$ cat config.mk
export PLATFORM = sky130hd
export DESIGN_NAME = irq_collector
export DESIGN_NICKNAME = d
export VERILOG_FILES = /design/src/rtl/irq_collector.sv
export SDC_FILE = /design/constraint.sdc
export NUM_CORES = 1
export LEC_CHECK = 0
export ABC_AREA = 1
export CAP_MARGIN = 20
export CORE_UTILIZATION = 47
export CTS_CLUSTER_DIAMETER = 40
export DETAILED_ROUTE_END_ITERATION = 7
export GPL_ROUTABILITY_DRIVEN = 1
export PLACE_DENSITY_LB_ADDON = 0.05
export SLEW_MARGIN = 10
export SYNTH_ARGS = -nofsm -noshare
export SYNTH_HDL_FRONTEND = slang
export SYNTH_SLANG_ARGS = --single-unit
$ cat constraint.sdc
create_clock -name clk -period 2.6 [get_ports clk]
set_clock_uncertainty 0.05 [all_clocks]
set_input_delay 0.26 -clock clk [delete_from_list [all_inputs] [get_ports clk]]
set_output_delay 0.26 -clock clk [all_outputs]
set_load 0.02 [all_outputs]
$ cat src/rtl/irq_collector.sv
// Interrupt collector: synchronizes raw device lines, detects edges or levels, merges a periodic
// timer tick into line 0 and holds pending lines across pipeline stalls.
module irq_collector #(
  parameter int unsigned NUM_IRQ     = 16,
  parameter int unsigned SYNC_STAGES = 2
) (
  input  logic               clk,
  input  logic               rst,
  input  logic [NUM_IRQ-1:0] irq_in,
  input  logic               stall,
  output logic [NUM_IRQ-1:0] interrupts,
  input  logic               cfg_wen,
  input  logic [1:0]         cfg_addr,
  input  logic [31:0]        cfg_wdata,
  output logic [31:0]        cfg_rdata
);

  // Never build a synchronizer shallower than two flops.
  localparam int unsigned Stages = (SYNC_STAGES < 2) ? 2 : SYNC_STAGES;

  typedef logic [NUM_IRQ-1:0] irq_vec_t;

  irq_vec_t    sync_q [Stages];
  irq_vec_t    sync;
  irq_vec_t    sync_prev_q;
  irq_vec_t    edge_mode_q, edge_mode_d;
  irq_vec_t    pending_q, pending_d;
  irq_vec_t    irq_event;
  logic [31:0] reload_q, reload_d;
  logic [31:0] count_q, count_d;
  logic        enable_q, enable_d;
  logic        wr_mode, wr_reload, wr_ctrl;
  logic        timer_start, timer_stop, tick;

  assign sync       = sync_q[Stages-1];
  assign interrupts = pending_q;

  assign wr_mode   = cfg_wen && (cfg_addr == 2'd0);
  assign wr_reload = cfg_wen && (cfg_addr == 2'd1);
  assign wr_ctrl   = cfg_wen && (cfg_addr == 2'd2);

  // Enabling from idle loads the counter without ticking; disabling suppresses this cycle's tick.
  assign timer_start = wr_ctrl && cfg_wdata[0] && !enable_q;
  assign timer_stop  = wr_ctrl && !cfg_wdata[0];
  assign tick        = enable_q && (count_q == 32'd0) && !timer_stop;

  always_comb begin
    irq_event    = (edge_mode_q & sync & ~sync_prev_q) | (~edge_mode_q & sync);
    irq_event[0] = irq_event[0] | tick;
    // A stalled pipeline cannot take interrupts, so accumulate instead of replacing.
    pending_d    = stall ? (pending_q | irq_event) : irq_event;
  end

  always_comb begin
    edge_mode_d = wr_mode   ? cfg_wdata[NUM_IRQ-1:0] : edge_mode_q;
    reload_d    = wr_reload ? cfg_wdata : reload_q;
    enable_d    = wr_ctrl   ? cfg_wdata[0] : enable_q;
    count_d     = count_q;
    if (timer_start) begin
      count_d = reload_q;
    end else if (enable_q && !timer_stop) begin
      count_d = (count_q == 32'd0) ? reload_q : count_q - 32'd1;
    end
  end

  always_comb begin
    cfg_rdata = '0;
    unique case (cfg_addr)
      2'd0:    cfg_rdata = 32'(edge_mode_q);
      2'd1:    cfg_rdata = reload_q;
      2'd2:    cfg_rdata = {31'd0, enable_q};
      2'd3:    cfg_rdata = count_q;
      default: cfg_rdata = '0;
    endcase
  end

  always_ff @(posedge clk) begin
    if (rst) begin
      for (int i = 0; i < Stages; i++) begin
        sync_q[i] <= '0;
      end
      sync_prev_q <= '0;
      edge_mode_q <= '1;
      pending_q   <= '0;
      reload_q    <= '0;
      count_q     <= '0;
      enable_q    <= 1'b0;
    end else begin
      sync_q[0] <= irq_in;
      for (int i = 1; i < Stages; i++) begin
        sync_q[i] <= sync_q[i-1];
      end
      sync_prev_q <= sync;
      edge_mode_q <= edge_mode_d;
      pending_q   <= pending_d;
      reload_q    <= reload_d;
      count_q     <= count_d;
      enable_q    <= enable_d;
    end
  end

endmodule
==> results_dict.tcl, run 1 <==
set metrics [dict create \
    setup_viol 0 \
    dieArea_mm2 0.0143 \
    grt_pass1_wl_um 28100 \
    syn_to_final_growth_pct 27.1 \
    hold_path_startpoint "rst" \
    critPathRequiredTime_ns 2.29 \
    routedWlPerCell_um 13.8 \
    grt_start_max_net_pins 89 \
    start_kind "input port" \
    finalCriticalPeriod_ns 2.44 \
    hold_violations 0 \
    p_sw_uw 3350 \
    async_flop_share_pct 0 \
    routed_via_density 5.02 \
    drc 0 \
    seqPwrFrac_pct 30.2 \
    synth-edff-count 0 \
    htree_levels 4 \
    hold_class "input port to flop" \
    r2r-start "count_q[0]$_SDFFE_PP0P_" \
    synth_top_area_share_pct 44.6 \
    maxCapViolCount 0 \
    grt_use_total_pct 24.9 \
    rsz0062_at_grt "false" \
    clock.fmax_mhz 410 \
    end_kind "primary output" \
    post-route-period-util_pct 93.9 \
    syn_inst 921 \
    final_net_count 1069 \
    synth_fp_nets 977 \
    critical_path_class "input port to primary output" \
    diodes 0 \
    antenna_found_initial 0 \
    numPortBuffers 101 \
    yosysSeqAreaShare_pct 44.6 \
    hold_slack_ns 0.115 \
    worstMarginPinSlew_ns 0.933 \
    maxSlewHeadroom_pct 37.8 \
    fillers 1281 \
    route.vias.total 6034 \
    ys_top_cells_by_area "dfxtp_1 (45%), nand2_1 (11%), inv_1 (7.6%)" \
    power_density_mw_per_mm2 1020 \
    cp_max_fo 18 \
    ys.flop_type "dfxtp_1" \
    status "finished, final reports clean" \
    cellLeakagePower_uw 0.00362 \
    synth_common_cells "nand2_1 (198), dfxtp_1 (145), inv_1 (132)" \
    power_frac_clock_pct 28.4 \
    gr-total-overflow 0 \
    postLayoutCoreUtil_pct 61.9 \
    routed_wirelength_um 16600 \
    fin_setup_tns_ns 0 \
    io_pins 102 \
    gp_congestion 0.908 \
    synth_seq_cells 145 \
    syn_area_per_cell_um2 7.06 \
    fp.dieW_um 120 \
    clock-sinks 145 \
    internal_power_uw 5040 \
    slew_violations 0 \
    grt_pass1_vias 5787 \
    yosysMostFrequentCell "nand2_1" \
    numCtsBuffers 17 \
    drtIter0Drc 349 \
    synth_top_area_cell "dfxtp_1" \
    fp.coreArea_mm2 0.0133 \
    combinationalPowerShare_pct 41.4 \
    irDropWorstVdd_uv 652 \
    clk_latency_ns 0.41 \
    root_buffer "clkbuf_16" \
    synth.distinct_cells 34 \
    p_total_uw 8390 \
    first_pass_iters 7 \
    rows 42 \
    stdcell_area_mm2 0.00826 \
    timing.critical_path.from "cfg_addr[0]" \
    cts_tree "built" \
    cp_data_arrival_time_ns 2.13 \
    ant_nets 0 \
    die_h_um 120 \
    synth_warnings 0 \
    cts_setup_buffers 0 \
    netlist_area_mm2 0.00650 \
    clk_pin_slew_ns 0.06 \
    swShare_pct 40.0 \
    place_hpwl_um 11600 \
    placed_area_mm2 0.00767 \
    drive_gt1_share_pct 7.70 \
    cts_buffer_depth 2 \
    initial_utilization_pct 48.7 \
]
power groups by stage:
stage / combinational [uW] / clock [uW] / sequential [uW]
after floorplan: 2700 / 0 / 2550
after global placement: 3430 / 0 / 2580
after detailed placement: 3450 / 0 / 2580
after CTS: 3470 / 2430 / 2530
after global routing: 4000 / 2550 / 2560
final: 3470 / 2380 / 2530
flip-flops by register name, summed over array words and instances (netlist names):
signal	flops
count_q	32
interrupts	16
sync_q	32
reload_q	32
sync_prev_q	16
enable_q	1
edge_mode_q	16
worst max-delay path, stage by stage:
cell and delay (ns):
clkdlybuf4s50_1 0.58, inv_2 0.07, nor2_1 0.12, inv_1 0.07
buf_4 0.20, o221ai_1 0.16, clkdlybuf4s50_1 0.66
area by class of cell:
| type | instances | area, um^2 | share of cell area, % |
|---|---|---|---|
| sequential | 145 | 2900 | 35.1 |
| multi-input combinational | 596 | 2870 | 34.7 |
| timing repair buffer | 119 | 1180 | 14.3 |
| inverter | 134 | 503 | 6.09 |
| clock buffer | 19 | 443 | 5.36 |
| tap | 176 | 220 | 2.67 |
| clock inverter | 13 | 138 | 1.67 |
path summary, 6_finish.rpt:
| check | end | slack (ns) | cells after the start |
|---|---|---|---|
| max | cfg_rdata[15] | 0.16 | 7 |
| min | enable_q$_SDFFE_PP0P_ | 0.11 | 2 |
| max reg2reg | count_q[26]$_SDFFE_PP0P_ | 0.58 | 11 |
| min reg2reg | sync_q[0][29]$_SDFF_PP0_ | 0.35 | 2 |
cells in the final DEF (no fill, tap or decap), drive strengths merged:
master	synthesis	layout
nor3	1	1
o211ai	4	4
clkdlybuf4s50	0	98
nor2	128	128
o21bai	4	4
xnor2	2	2
o2111ai	1	1
nand2	201	201
dlymetal6s2s	0	2
bufinv	0	1
nand3	62	62
nand4	6	6
clkinvlp	0	2
dfxtp	145	145
o31ai	1	1
a31oi	1	1
clkinv	0	1
buf	15	19
o221ai	14	14
o21ai	55	55
a21oi	91	91
inv	134	143
o22ai	15	15
xor2	8	8
ha	2	2
clkbuf	31	19
per-stage QoR:
stage | std cells | setup slack (ns)
after floorplan | 921 | 0.960
after global placement | 1170 | 0.183
after detailed placement | 1170 | 0.164
after CTS | 1202 | 0.141
after global routing | 1202 | 0.0121
final | 1202 | 0.159
metal layers:
layer	track usage, %	vias up	wire length, um
li1	-	3127	-
met1	30.8	2737	7380
met2	41.1	145	7930
met3	6.99	25	911
met4	9.06	0	368
met5	0	-	0
kinds of logic after synthesis:
| kind of cell | after synthesis | synth area share (%) |
|---|---|---|
| DFF | 145 | 44.6 |
| buffers and inverters | 180 | 11.2 |
| AOI/OAI and AO/OA | 186 | 16.2 |
| adders and majority gates | 2 | 0.385 |
| and+or+nand+nor | 398 | 26.2 |
| xor gates and xnor gates | 10 | 1.35 |
repair_timing:
item                       CTS  global route
setup endpoints to repair    0             2
hold endpoints to repair     0             0
hold buffers                 0             0
resized for setup            0             2
Note: power is estimated with default switching activity, not from simulation.
==> inputs of run 2 (changes only) <==
--- a/config.mk
+++ b/config.mk
@@ -7,7 +7,9 @@
 export LEC_CHECK = 0
 export ABC_AREA = 1
 export CAP_MARGIN = 20
-export CORE_UTILIZATION = 47
+export CELL_PAD_IN_SITES_DETAIL_PLACEMENT = 2
+export CELL_PAD_IN_SITES_GLOBAL_PLACEMENT = 2
+export CORE_UTILIZATION = 32
 export CTS_CLUSTER_DIAMETER = 40
 export DETAILED_ROUTE_END_ITERATION = 7
 export GPL_ROUTABILITY_DRIVEN = 1
==> results_dict.tcl, run 2 (synthesized netlist as in run 1, its figures left out) <==
set metrics [dict create \
    internal_power_uw 4970 \
    cp_data_arrival_time_ns 2.21 \
    first_pass_iters 4 \
    final_net_count 1076 \
    place_hpwl_um 15800 \
    grt_busiest_layer "met2" \
    grt_pass1_vias 6827 \
    hold_violations 0 \
    routedWlPerCell_um 17.0 \
    cellLeakagePower_uw 0.00365 \
    critPathRequiredTime_ns 2.29 \
    post-route-period-util_pct 96.9 \
    end_kind "primary output" \
    start_kind "input port" \
    root_buffer "clkbuf_16" \
    numCtsBuffers 17 \
    htree_levels 4 \
    grt_start_max_net_pins 56 \
    top_regs "count_q x32, reload_q x32, sync_q x32" \
    hold_path_startpoint "irq_in[3]" \
    fp.dieW_um 145 \
    clk_pin_slew_ns 0.07 \
    grt_use_met3_pct 4.34 \
    diodes 0 \
    p_total_uw 8790 \
    grt_use_met1_pct 27.0 \
    cp_max_fo 13 \
    clock.fmax_mhz 397 \
    swShare_pct 43.4 \
    status "finished, final reports clean" \
    numPortBuffers 101 \
    routed_wirelength_um 22100 \
    gr-total-overflow 0 \
    io_pins 102 \
    postLayoutCoreUtil_pct 42.8 \
    power_density_mw_per_mm2 1040 \
    clock-sinks 145 \
    initial_utilization_pct 33.0 \
    grt_use_total_pct 22.6 \
    timing.critical_path.from "cfg_addr[0]" \
    r2r-start "count_q[0]$_SDFFE_PP0P_" \
    hold_slack_ns 0.287 \
    layout_common_cells "nand2_1 (197), dfxtp_1 (145), inv_1 (131)" \
    maxCapViolCount 0 \
    ant_nets 0 \
    drc 0 \
    grt_util_met2_pct 40.7 \
    drive_gt1_share_pct 8.42 \
    worstMarginPinSlew_ns 0.722 \
    die_h_um 145 \
    fin_setup_tns_ns 0 \
    slew_violations 0 \
    clk_latency_ns 0.43 \
    combinationalPowerShare_pct 43.7 \
    irDropWorstVdd_uv 580 \
    cts_tree "built" \
    hold_class "input port to flop" \
    cts_buffer_depth 2 \
    final_common_cell "nand2_1" \
    routed_via_density 4.87 \
    antenna_found_initial 0 \
    drtIter0Drc 221 \
    maxSlewHeadroom_pct 51.7 \
    rows 51 \
    power_frac_clock_pct 27.4 \
    cts_setup_buffers 0 \
    gp_congestion 0.824 \
    finalCriticalPeriod_ns 2.52 \
    setup_viol 0 \
    critical_path_class "input port to primary output" \
    fp.coreArea_mm2 0.0197 \
    syn_to_final_growth_pct 29.8 \
    grt_pass1_wl_um 35800 \
    route.vias.total 6316 \
    dieArea_mm2 0.0209 \
    seqPwrFrac_pct 29.0 \
    rsz0062_at_grt "false" \
    p_sw_uw 3820 \
]
[run 2: routing by layer]
metal,vias to the layer above,wire length [um]
met2,94,11200
met3,27,700
met5,-,0
met1,3065,9910
li1,3130,-
met4,0,304
[run 2: power by group through the flow]
stage	registers, uW	logic, uW	clock network (uW)
floorplan	2550	2700	0
global placement	2590	3680	0
detailed placement	2590	3810	0
CTS	2550	3910	2460
global route	2570	4280	2540
finish	2550	3840	2400
[run 2: layout make-up]
type	instances	area, um^2
fill	2293	11300
sequential	145	2900
multi-input combinational	596	2870
timing repair buffer	126	1260
inverter	134	503
clock buffer	18	429
tap	265	332
clock inverter	14	144
[run 2: worst max-delay path: stages]
cell,delay [ns]
clkdlybuf4s50_1,0.51
inv_2,0.06
nor2_1,0.16
inv_2,0.16
buf_4,0.22
o21ai_0,0.20
clkdlybuf4s50_1,0.64
[run 2: repair_timing]
item,in CTS,in global routing
endpoints found under the hold margin,0,0
cloned,0,0
gates resized for setup,2,1
pin swaps,0,0
setup endpoints to repair,8,1
hold buffers,0,0
[run 2: worst paths after layout]
path | slack [ns] | cells after the start | endpoint
setup / recovery | 0.08 | 7 | cfg_rdata[21]
hold / removal | 0.29 | 3 | sync_q[0][3]$_SDFF_PP0_
setup reg to reg | 0.48 | 10 | count_q[2]$_SDFFE_PP0P_
hold reg to reg | 0.35 | 2 | sync_q[0][30]$_SDFF_PP0_
[run 2: per-stage QoR]
step	instance area, um^2	std cells	worst slack (ns)
finish	8440	1298	0.0805
CTS	8440	1298	0.0684
global route	8440	1298	0.00651
floorplan	6500	921	0.960
detailed placement	7860	1266	-0.0615
global placement	7860	1266	0.0296
==> inputs of run 3 (changes only) <==
--- a/config.mk
+++ b/config.mk
@@ -18,3 +18,4 @@
 export SYNTH_ARGS = -nofsm -noshare
 export SYNTH_HDL_FRONTEND = slang
 export SYNTH_SLANG_ARGS = --single-unit
+export TNS_END_PERCENT = 30
==> results of run 3 <==
Same layout as run 2: the final DEF is identical, and so are final timing and power.
==> RTL edit 1, RTL diff (settings of run 3) <==
Register the output `interrupts` once more, without a reset; this adds one clock of latency there. The other outputs are not delayed to match.
--- a/src/rtl/irq_collector.sv
+++ b/src/rtl/irq_collector.sv
@@ -35,3 +35,5 @@
   assign sync       = sync_q[Stages-1];
-  assign interrupts = pending_q;
+  always_ff @(posedge clk) begin
+    interrupts <= pending_q;
+  end
 
Behaviour: not the same (Yosys sat finds a counterexample within 4 cycles, from zero or initial values and one cycle with rst high).
==> RTL edit 1 against run 3 <==
- synthesized cell count up 2.5%
- total power increased by 6.4%
- worst setup slack improved by 0.037 ns
- routed wire length increased by 8.4%
- combinational power grew 3%
- design area grew 5.1%
- die area grew 4.6%
- area after synthesis increased by 4.7%
- sequential cell count increased by 16
- non-clock buffer count up 1
- critical endpoint is now cfg_rdata[15]
- largest cell class unchanged
- highest routed layer unchanged
==> RTL edit 1: results (changes against run 3) <==
metric;value;unit;change
Seq group;2.80;mW;+9.8%
DR WL met3;803;µm;+15%
metal1 wirelength;10.5;mm;+5.5%
fin crit period;2.48;ns;-0.0375 ns
CTS resizes;0;;-2
Unique masters post-synth;31;;-8.8%
Tot GR Track Use;0.233;;+0.00686
clk pwr;2.59;mW;+8%
DR vias/cell;4.91;;+0.85%
routed wire length per instance;18.0;µm;+5.9%
Seq/Total Area, Yosys;0.473;;+0.0269
Nets;1102;;+2.4%
worst hold margin;0.258;ns;-0.0297 ns
Critical Path Fanout Max;17;;+4
PD cells;1050;nW/µm²;+1.3%
cell count after synthesis;944;;+2.5%
routability cong.;0.847;;+2.8%
M3 GR Usage;0.0355;;-0.00788
outcome;finished, final reports clean;;
Worst EP arrival;2.17;ns;-0.04 ns
Synth area leaders;dfxtp_1, nand2_1, inv_1;;
worst r2r path cells;9;;-1
Worst VDD drop;0.699;mV;+21%
Setup crit end;cfg_rdata[15];;
Worst Hold Launch;rst;;
flop2flop setup slack;0.67;ns;+0.19 ns
fin cells;1329;;+2.4%
Static Leak;3.84;nW;+5.2%
global-route wire length before repair;39.2;mm;+9.5%
met2 WL;12.2;mm;+9.6%
M1 GR Usage;0.285;;+0.0151
dpl cell area;8250;µm²;+4.9%
initial DRC count;261;;+18%
met2 GRT Util;0.417;;+0.0103
RTL edit 1: cell types whose count changed after synthesis, sizes merged, moves of 2 or more:
| cell | run 3 | this run |
|---|---|---|
| a21oi | 91 | 97 |
| dfxtp | 145 | 161 |
| nor2 | 128 | 132 |
| inv | 134 | 139 |
| buf | 15 | 13 |
| xor2 | 8 | 12 |
| o21ai | 55 | 47 |
RTL edit 1: kinds of logic after synthesis:
family / count (synthesis) / share of synthesized area
and+or+nand+nor: 402 / 0.249
AOI/OAI and AO/OA: 183 / 0.150
DFF: 161 / 0.473
buffers and inverters: 183 / 0.107
adders and majority gates: 2 / 0.00368
xor gates and xnor gates: 13 / 0.0167
RTL edit 1: layout make-up:
class                           count  area, µm²
Clock buffer                       17        425
Clock inverter                     15        185
Fill cell                        2394      11700
Inverter                          139        522
Multi-Input combinational cell    600       2860
Sequential cell                   161       3220
Tap cell                          270        338
Timing Repair Buffer              127       1310
==> RTL edit 2, RTL diff (settings of run 3) <==
Without the edit above. The parameter `SYNC_STAGES` goes from 2 to 4.
--- a/src/rtl/irq_collector.sv
+++ b/src/rtl/irq_collector.sv
@@ -4,3 +4,3 @@
   parameter int unsigned NUM_IRQ     = 16,
-  parameter int unsigned SYNC_STAGES = 2
+  parameter int unsigned SYNC_STAGES = 4
 ) (
Formal check against the unedited RTL: not equivalent (Yosys sat finds a counterexample within 4 cycles, from zero or initial values and one cycle with rst high).
==> RTL edit 2 against run 3 <==
- count of clock-buffer cells in the layout shrank 1
- largest cell class unchanged
- critical path depth did not move
- worst setup slack better by 0.0026 ns
- total power up 8.3%
- routed wire length grew 15%
- combinational power increased by 1%
- critical path type unchanged
- sequential cell count increased by 32
- sequential share of layout area is 3.4 points higher
- highest routed layer unchanged
- design area rose by 11%
- area after synthesis increased by 14%
==> RTL edit 2: results (changes against run 3) <==
metric;value;unit;change
layout cell share with drive strength beyond 1;0.0789;;-0.00532
non-clk buf share;0.134;;-0.0149
Syn Nets;1076;;+10%
Fillers;2700;;+18%
Nets;1172;;+8.9%
invs w/o clock;166;;+24%
fin cells;1413;;+8.9%
initial DRC count;289;;+31%
M3 GR Usage;0.0465;;+0.00313
Worst VDD drop;0.652;mV;+12%
DR vias/cell;4.86;;about the same
outcome;finished, final reports clean;;
flop2flop setup slack;0.54;ns;+0.06 ns
FF/Latch Area;3540;µm²;+22%
clk_lat worst skew;0.44;ns;
# clk buffers;17;;-1
Tot GR Track Use;0.222;;-0.00465
Critical Path Fanout Max;21;;+8
antenna diode instance count;0;;unchanged
core footprint;22700;µm²;+15%
global-route wire length before repair;40.2;mm;+12%
dpl cell area;8770;µm²;+12%
Static Leak;4.05;nW;+11%
Hold EP;sync_q[0][1]$_SDFF_PP0_;;
M1 GR Usage;0.275;;+0.00474
largest net degree at the start of global routing;122;;+120%
Seq/Total Area, Yosys;0.478;;+0.0316
number of global-route vias before repair;7199;;+5.4%
Max-slew headroom;0.458;;-0.0596
Largest regs;sync_q: 64 flops, count_q: 32 flops, reload_q: 32 flops;;
#MultiIn Comb;628;;+5.4%
DR WL met3;864;µm;+23%
drt first pass iters;5;;+1
Synth area leaders;dfxtp_1, nand2_1, inv_1;;
met2 WL;12.5;mm;+12%
WL final;25.3;mm;+15%
#FFs+latches synth;177;;+22%
RTL edit 2: timing repair:
item | CTS | global route
setup buffers | 0 | 0
endpoints found under the setup margin | 0 | 4
gates resized for setup | 0 | 4
RTL edit 2: kinds of logic after synthesis:
group | after synthesis | synth area share
buffers and inverters | 215 | 0.118
and+or+nand+nor | 430 | 0.248
xor gates and xnor gates | 10 | 0.0118
AOI/OAI and AO/OA | 186 | 0.141
DFF | 177 | 0.478
adders and majority gates | 2 | 0.00338
RTL edit 2: power by group:
group          total (mW)  leakage, nW  switching (mW)  internal [mW]
logic                3.89         2.32            2.52           1.37
clock network        2.58        0.288            1.29           1.29
registers            3.04         1.44           0.162           2.88
RTL edit 2: worst max-delay path, cell delays in order:
cell and delay [ns]:
clkdlybuf4s50_1 0.57, inv_2 0.08, nor2_1 0.13, inv_1 0.09, buf_4 0.23, o221ai_1 0.19, clkdlybuf4s50_1 0.64
RTL edit 2: through the flow:
stage               setup WS (ns)  hold WS (ns)  utilization
global route              -0.0129         0.274        0.413
CTS                        0.0764         0.261        0.412
finish                     0.0830         0.280        0.413
global placement            0.164         0.339        0.386
floorplan                   0.960         0.311            -
detailed placement         0.0821         0.347        0.386
RTL edit 2: worst max-delay path by stage:
stage	start	end	slack (ns)
floorplan	cfg_addr[1]	cfg_rdata[21]	0.96
global placement	cfg_addr[0]	cfg_rdata[8]	0.16
detailed placement	cfg_addr[0]	cfg_rdata[15]	0.08
CTS	cfg_addr[0]	cfg_rdata[15]	0.08
global route	cfg_addr[0]	cfg_rdata[26]	-0.01
finish	cfg_addr[0]	cfg_rdata[13]	0.08
